$ cat config.mk
export PLATFORM = sky130hd
export DESIGN_NAME = controller_frame_writer
export DESIGN_NICKNAME = d
export VERILOG_FILES = /design/src/rtl/controller_frame_writer_pkg.sv /design/src/rtl/controller_frame_writer.sv
export SDC_FILE = /design/constraint.sdc
export NUM_CORES = 1
export LEC_CHECK = 0
export BUFFER_PORTS_ARGS = -buffer_cell sky130_fd_sc_hd__buf_4
export CAP_MARGIN = 10
export CORE_ASPECT_RATIO = 1.5
export CORE_UTILIZATION = 50
export CTS_CLUSTER_SIZE = 40
export DETAILED_ROUTE_END_ITERATION = 6
export PLACE_DENSITY_LB_ADDON = 0.15
export SETUP_SLACK_MARGIN = 0.5
export SLEW_MARGIN = 40
export SYNTH_ARGS = -nofsm -noshare
export SYNTH_HDL_FRONTEND = slang
export SYNTH_SLANG_ARGS = --single-unit
export TNS_END_PERCENT = 100
$ cat constraint.sdc
create_clock -name clk -period 2.2 [get_ports clk]
set_clock_uncertainty 0.05 [all_clocks]
set_input_delay 0.33 -clock clk [delete_from_list [all_inputs] [get_ports clk]]
set_output_delay 0.33 -clock clk [all_outputs]
set_load 0.01 [all_outputs]
$ cat src/rtl/controller_frame_writer_pkg.sv
// Shared definitions for the controller frame writer: FSM encoding and header layout.
// The header word packs the published sequence number above the payload length.
package controller_frame_pkg;

  typedef enum logic [2:0] {
    ST_IDLE = 3'd0,
    ST_DATA = 3'd1,
    ST_DROP = 3'd2,
    ST_HDR  = 3'd3,
    ST_PUB  = 3'd4
  } state_t;

  localparam int SEQ_MSB = 31;
  localparam int SEQ_LSB = 16;
  localparam int LEN_MSB = 15;
  localparam int LEN_LSB = 0;

  function automatic logic [31:0] make_header(input logic [15:0] seq, input logic [15:0] len);
    logic [31:0] hdr;
    hdr = '0;
    hdr[SEQ_MSB:SEQ_LSB] = seq;
    hdr[LEN_MSB:LEN_LSB] = len;
    return hdr;
  endfunction

endpackage

$ cat src/rtl/controller_frame_writer.sv
// Stream-to-RAM writer: fills one bank of a ping-pong pair with a frame, then writes
// a {seq,len} header at the bank base, publishes the bank and pulses frame_irq.
//
// state | meaning
// IDLE  | waiting for a sop word; non-sop words are dropped as framing errors
// DATA  | storing payload words of the current frame
// DROP  | frame overflowed the bank; discarding until eop
// HDR   | writing the header word to the write-bank base
// PUB   | flipping rd_bank, advancing frame_seq, pulsing frame_irq
module controller_frame_writer
  import controller_frame_pkg::*;
#(
  parameter int                ADDR_W     = 8,
  parameter int                DATA_W     = 32,
  parameter int                BANK_WORDS = 128,
  parameter logic [ADDR_W-1:0] BASE_ADDR  = '0
) (
  input  logic              clk,
  input  logic              reset_n,
  input  logic              in_valid,
  output logic              in_ready,
  input  logic [DATA_W-1:0] in_data,
  input  logic              in_sop,
  input  logic              in_eop,
  output logic [ADDR_W-1:0] ram_address,
  output logic              ram_chipselect,
  output logic              ram_write,
  output logic [3:0]        ram_byteenable,
  output logic [DATA_W-1:0] ram_writedata,
  output logic              ram_clken,
  output logic              rd_bank,
  output logic [15:0]       frame_seq,
  output logic              frame_irq,
  output logic              err_overflow,
  output logic              err_framing,
  input  logic              err_clear
);

  localparam int LEN_W = $clog2(BANK_WORDS) + 1;
  localparam logic [LEN_W-1:0] LEN_FULL = LEN_W'(BANK_WORDS - 1);

  state_t            state;
  logic [LEN_W-1:0]  len;
  logic [ADDR_W-1:0] wbase;
  logic              accept;
  logic              framing_set;
  logic              overflow_set;

  // The write bank is always the one not currently published.
  assign wbase = rd_bank ? BASE_ADDR : BASE_ADDR + ADDR_W'(BANK_WORDS);

  assign in_ready       = (state == ST_IDLE) || (state == ST_DATA) || (state == ST_DROP);
  assign accept         = in_valid && in_ready;
  assign ram_chipselect = ram_write;
  assign ram_byteenable = {4{ram_write}};
  assign ram_clken      = 1'b1;

  always_comb begin
    framing_set  = 1'b0;
    overflow_set = 1'b0;
    if (accept) begin
      if (state == ST_IDLE && !in_sop) framing_set = 1'b1;
      if (state == ST_DATA && in_sop)  framing_set = 1'b1;
      if (state == ST_DATA && !in_sop && len == LEN_FULL) overflow_set = 1'b1;
    end
  end

  always_ff @(posedge clk) begin
    if (!reset_n) begin
      state         <= ST_IDLE;
      len           <= '0;
      rd_bank       <= 1'b0;
      frame_seq     <= '0;
      frame_irq     <= 1'b0;
      err_overflow  <= 1'b0;
      err_framing   <= 1'b0;
      ram_write     <= 1'b0;
      ram_address   <= '0;
      ram_writedata <= '0;
    end else begin
      ram_write    <= 1'b0;
      frame_irq    <= 1'b0;
      err_framing  <= framing_set  | (err_framing  & ~err_clear);
      err_overflow <= overflow_set | (err_overflow & ~err_clear);

      case (state)
        ST_IDLE: begin
          if (accept && in_sop) begin
            ram_write     <= 1'b1;
            ram_address   <= wbase + ADDR_W'(1);
            ram_writedata <= in_data;
            len           <= LEN_W'(1);
            state         <= in_eop ? ST_HDR : ST_DATA;
          end
        end
        ST_DATA: begin
          if (accept) begin
            if (in_sop) begin
              // Restart the frame in place; the partial payload is simply overwritten.
              ram_write     <= 1'b1;
              ram_address   <= wbase + ADDR_W'(1);
              ram_writedata <= in_data;
              len           <= LEN_W'(1);
              state         <= in_eop ? ST_HDR : ST_DATA;
            end else if (len == LEN_FULL) begin
              state <= in_eop ? ST_IDLE : ST_DROP;
            end else begin
              ram_write     <= 1'b1;
              ram_address   <= wbase + ADDR_W'(1) + ADDR_W'(len);
              ram_writedata <= in_data;
              len           <= len + LEN_W'(1);
              if (in_eop) state <= ST_HDR;
            end
          end
        end
        ST_DROP: begin
          if (accept && in_eop) state <= ST_IDLE;
        end
        ST_HDR: begin
          ram_write     <= 1'b1;
          ram_address   <= wbase;
          ram_writedata <= DATA_W'(make_header(frame_seq + 16'd1, 16'(len)));
          state         <= ST_PUB;
        end
        ST_PUB: begin
          rd_bank   <= ~rd_bank;
          frame_seq <= frame_seq + 16'd1;
          frame_irq <= 1'b1;
          state     <= ST_IDLE;
        end
        default: state <= ST_IDLE;
      endcase
    end
  end

endmodule

==> impl_metrics.xml <==
<?xml version="1.0" encoding="UTF-8"?>
<metrics>
  <group name="critical_path">
    <metric name="cp_data_arrival_time" unit="ps">2170</metric>
    <metric name="crit_path_cell_trace" unit="">buf_4 -&gt; or2_2 -&gt; nand2_2 -&gt; or2_4 -&gt; buf_16 -&gt; or4_4 -&gt; a21oi_2</metric>
    <metric name="slowest_delay" unit="ps">470</metric>
    <metric name="critical-path-top-delay-family" unit="">simple AND/OR/NAND/NOR gates</metric>
    <metric name="critical_path.slowest_cell" unit="">sky130_fd_sc_hd__or4_4</metric>
    <metric name="timing.reg2reg.worst_path_depth" unit="">7</metric>
    <metric name="crit_path_end_kind" unit="">flop</metric>
    <metric name="worstSetupPathType" unit="">flop to flop</metric>
    <metric name="required_worst_endpoint" unit="ps">2430</metric>
    <metric name="cp_num_cells" unit="">7</metric>
    <metric name="timing.critical_path.buf_inv" unit="">2</metric>
    <metric name="startpoint_type_of_the_worst_setup_path" unit="">flop</metric>
    <metric name="critical_path_peak_fanout" unit="">8</metric>
  </group>
  <group name="logic_synthesis">
    <metric name="post_synth_and_or_nand_nor_area_fraction" unit="">0.248</metric>
    <metric name="yosys_warnings" unit="">0</metric>
    <metric name="postSynth.topFlopCell" unit="">sky130_fd_sc_hd__dfxtp_1</metric>
    <metric name="synth_xor_xnor_area_share" unit="">0.0866</metric>
    <metric name="synth_fp_nets" unit="">469</metric>
    <metric name="post_synth.cell_area_avg" unit="um^2">8.01</metric>
    <metric name="synth_compound_gate_area_share" unit="">0.170</metric>
    <metric name="postSynthCellCount" unit="">429</metric>
    <metric name="synth_top_family_by_area" unit="">simple AND/OR/NAND/NOR gates</metric>
    <metric name="synth_cell_types" unit="">50</metric>
    <metric name="synthArstFlopShare" unit="">0</metric>
    <metric name="yosys.area_share.adder" unit="">0.00728</metric>
    <metric name="edff_count_synth" unit="">0</metric>
    <metric name="synth_area" unit="um^2">3440</metric>
    <metric name="seq_area_frac_synth" unit="">0.419</metric>
    <metric name="synthMuxAreaShare" unit="">0.00582</metric>
    <metric name="synth-seq-cells" unit="">72</metric>
  </group>
  <group name="cts">
    <metric name="tritoncts" unit="">built</metric>
    <metric name="clk_root_buffer_cell" unit="">sky130_fd_sc_hd__clkbuf_8</metric>
    <metric name="cts.sinks" unit="">72</metric>
    <metric name="postCtsHoldBufs" unit="">0</metric>
    <metric name="clock_tree.htree_level_count" unit="">3</metric>
    <metric name="cts.clk_slew.worst_paths" unit="ps">80</metric>
    <metric name="max-clock-path-buffers" unit="">2</metric>
    <metric name="clock_insertion_delay_worst_skew" unit="ps">350</metric>
    <metric name="total_cts_buffers" unit="">9</metric>
  </group>
  <group name="power_and_ir_drop">
    <metric name="sw_frac_of_total" unit="">0.258</metric>
    <metric name="irDropWorstVdd" unit="uV">353</metric>
    <metric name="pwr-share-seq" unit="">0.464</metric>
    <metric name="share_comb_of_total_power" unit="">0.150</metric>
    <metric name="power.total" unit="mW">2.99</metric>
    <metric name="switchingPower" unit="uW">771</metric>
    <metric name="internal_power" unit="mW">2.22</metric>
    <metric name="p_leak" unit="nW">2.22</metric>
    <metric name="share_clk_of_total_power" unit="">0.387</metric>
    <metric name="power_density" unit="nW/um^2">587</metric>
  </group>
  <group name="grt">
    <metric name="grt_antenna_before_repair" unit="">0</metric>
    <metric name="grt_max_degree" unit="">41</metric>
    <metric name="overflow" unit="">0</metric>
    <metric name="first_global_vias" unit="">3555</metric>
    <metric name="grt_first_pass_wirelength" unit="um">17000</metric>
    <metric name="gr-usage-all-layers" unit="">0.294</metric>
  </group>
  <group name="detailed_routing">
    <metric name="finalWirelength" unit="um">10700</metric>
    <metric name="routed-via-count" unit="">3702</metric>
    <metric name="antenna_left" unit="">0</metric>
    <metric name="route.detailed.drc" unit="">0</metric>
    <metric name="drt-initial-drc-count" unit="">258</metric>
    <metric name="1st_pass_router_iterations" unit="">4</metric>
    <metric name="avgRoutedWirePerCell" unit="um">16.5</metric>
    <metric name="via_per_inst" unit="">5.73</metric>
  </group>
  <group name="place">
    <metric name="dpl.hpwl" unit="um">6800</metric>
    <metric name="placement.io_buffers" unit="">104</metric>
    <metric name="post_placement_cell_count" unit="">596</metric>
    <metric name="gp_routability_congestion" unit="">0.925</metric>
    <metric name="pre_cts_ws" unit="ps">78.7</metric>
    <metric name="placement.cell_area" unit="um^2">4350</metric>
  </group>
  <group name="cells_and_area">
    <metric name="finish.cell_count_without_fillers" unit="">646</metric>
    <metric name="diodes" unit="">0</metric>
    <metric name="final_core_utilization" unit="">0.775</metric>
    <metric name="fin_area" unit="um^2">5090</metric>
    <metric name="finish.net_count" unit="">606</metric>
    <metric name="area_growth_syn_to_layout" unit="%">48.2</metric>
    <metric name="post_route_cells_drive_above_1_share" unit="">0.384</metric>
    <metric name="filler_cell_count" unit="">469</metric>
  </group>
  <group name="sta">
    <metric name="final-hold-violation-count" unit="">0</metric>
    <metric name="grt_setup_unrepaired" unit="">yes</metric>
    <metric name="fin_crit" unit="ps">1930</metric>
    <metric name="worst_hold_slack" unit="ps">174</metric>
    <metric name="tightestPinTransition" unit="ps">611</metric>
    <metric name="timing_max_transition_violations_final" unit="">0</metric>
    <metric name="max_slew_margin" unit="">0.592</metric>
    <metric name="max_freq" unit="MHz">517</metric>
    <metric name="final_min_period_over_clock_period" unit="">0.879</metric>
    <metric name="finalSetupViolations" unit="">0</metric>
    <metric name="crit_path_setup_slack_layout" unit="ps">266</metric>
    <metric name="totalNegativeSetupSlack" unit="ps">0</metric>
  </group>
  <group name="floorplan">
    <metric name="die_area" unit="um^2">7220</metric>
    <metric name="num_io_pins" unit="">106</metric>
    <metric name="fp.dieW" unit="um">69.7</metric>
    <metric name="floorplan.initialDensity" unit="">0.523</metric>
    <metric name="chipHeight" unit="um">104</metric>
    <metric name="placement_rows" unit="">36</metric>
    <metric name="core-area" unit="um^2">6580</metric>
  </group>
  <group name="hold_path">
    <metric name="hp-class" unit="">input pin to flop</metric>
    <metric name="worst_hold_path.num_cells" unit="">3</metric>
  </group>
  <group name="outcome">
    <metric name="outcome" unit="">finished, final reports clean</metric>
  </group>
  <group name="run">
    <metric name="maxCapViolCount" unit="">0</metric>
  </group>
</metrics>
-- state kept, by name, indices dropped and copies added (netlist names), 3 cells and up --
| name | cells |
|---|---|
| ram_writedata | 32 |
| frame_seq | 16 |
| len | 8 |
| ram_address | 8 |
| state | 3 |
-- cell families after synthesis --
kind of cell	Yosys count
flops	72
simple gates	177
other cells	1
mux	2
compound gates	100
fa+ha+maj	2
xor+xnor	34
buf+inv	41
-- power by group through the flow --
stage	logic, mW	registers, mW	clock network [mW]
finish	0.447	1.39	1.16
global route	0.480	1.39	1.22
CTS	0.430	1.39	1.17
detailed placement	0.363	1.42	0
global placement	0.356	1.42	0
floorplan	0.179	1.43	0
-- cells in the final DEF (no fill, tap or decap), drive strengths merged, types with 3 or more instances in the layout --
cell | Yosys | routed
a211oi | 3 | 3
a21oi | 29 | 29
a311oi | 3 | 3
a31oi | 20 | 20
and2 | 3 | 3
and3 | 3 | 3
buf | 15 | 161
clkbuf | 20 | 9
dfxtp | 72 | 72
inv | 6 | 7
nand2 | 77 | 77
nand3 | 19 | 19
nand4 | 5 | 5
nand4b | 3 | 3
nor2 | 36 | 36
nor3 | 8 | 8
nor4 | 7 | 7
o21ai | 32 | 32
or2 | 3 | 3
xnor2 | 14 | 14
xor2 | 20 | 20
-- per-layer routing --
layer | up-vias | wire [um] | track usage
li1 | 1757 | - | -
met4 | 0 | 399 | 0.154
met1 | 1751 | 3950 | 0.325
met2 | 158 | 5650 | 0.536
met3 | 36 | 677 | 0.0379
met5 | - | 0 | 0
-- path summary, 6_finish.rpt --
kind	start	endpoint	slack (ps)
worst max-delay path	state[0]	len[3]	270
worst min-delay path	in_data[15]	ram_writedata[15]	170
worst max register to register	state[0]	len[3]	270
worst min register to register	ram_writedata[13]	ram_writedata[13]	400
-- timing repair --
| item | CTS | global route |
|---|---|---|
| resized for setup | 36 | 19 |
| setup endpoints to repair | 60 | 62 |
| cloned | 2 | 0 |
| buffers inserted | 22 | 11 |
| pin swaps | 13 | 18 |
-- synthesized netlist by cell type (2+ instances only) --
cell / number / share of area
sky130_fd_sc_hd__a2111oi_0: 2 / 0.0051
sky130_fd_sc_hd__a211oi_1: 3 / 0.0065
sky130_fd_sc_hd__buf_4: 6 / 0.013
sky130_fd_sc_hd__nor4_1: 6 / 0.011
sky130_fd_sc_hd__xnor2_1: 14 / 0.036
sky130_fd_sc_hd__a21oi_1: 29 / 0.042
sky130_fd_sc_hd__inv_1: 6 / 0.0065
sky130_fd_sc_hd__clkbuf_1: 20 / 0.022
sky130_fd_sc_hd__nand4b_1: 3 / 0.0076
sky130_fd_sc_hd__and4_1: 2 / 0.0051
sky130_fd_sc_hd__nand4_1: 5 / 0.0091
sky130_fd_sc_hd__a22oi_1: 2 / 0.0044
sky130_fd_sc_hd__a311oi_1: 3 / 0.0076
sky130_fd_sc_hd__and3_1: 3 / 0.0055
sky130_fd_sc_hd__nor2b_1: 2 / 0.0036
sky130_fd_sc_hd__or2_2: 2 / 0.0036
sky130_fd_sc_hd__ha_1: 2 / 0.0073
sky130_fd_sc_hd__nand3_1: 19 / 0.028
sky130_fd_sc_hd__dfxtp_1: 72 / 0.42
sky130_fd_sc_hd__a21o_1: 2 / 0.0044
sky130_fd_sc_hd__and2_1: 3 / 0.0055
sky130_fd_sc_hd__o21ai_0: 32 / 0.047
sky130_fd_sc_hd__xor2_1: 20 / 0.051
sky130_fd_sc_hd__buf_6: 4 / 0.013
sky130_fd_sc_hd__nor3_1: 7 / 0.010
sky130_fd_sc_hd__nand2_1: 77 / 0.084
sky130_fd_sc_hd__a31oi_1: 20 / 0.036
sky130_fd_sc_hd__buf_2: 5 / 0.0073
sky130_fd_sc_hd__o211ai_1: 2 / 0.0044
sky130_fd_sc_hd__mux2i_1: 2 / 0.0058
sky130_fd_sc_hd__nor2_1: 35 / 0.038
-- cell type report --
type,instances,area [um^2],area share
clock inverters,6,93.8,0.0184
well taps,76,95.1,0.0187
inverters,6,22.5,0.00442
multi-input cells,316,1970,0.387
flip-flops and latches,72,1460,0.287
clock buffers,9,124,0.0243
repair buffers,161,1330,0.260
-- worst min-delay path, delay by kind of cell --
family | cells | cell delay (ps)
and+or+nand+nor | 1 | 50
buffers and inverters | 1 | 110
AOI/OAI and AO/OA | 1 | 50
Power figures use the tool's default switching activity.
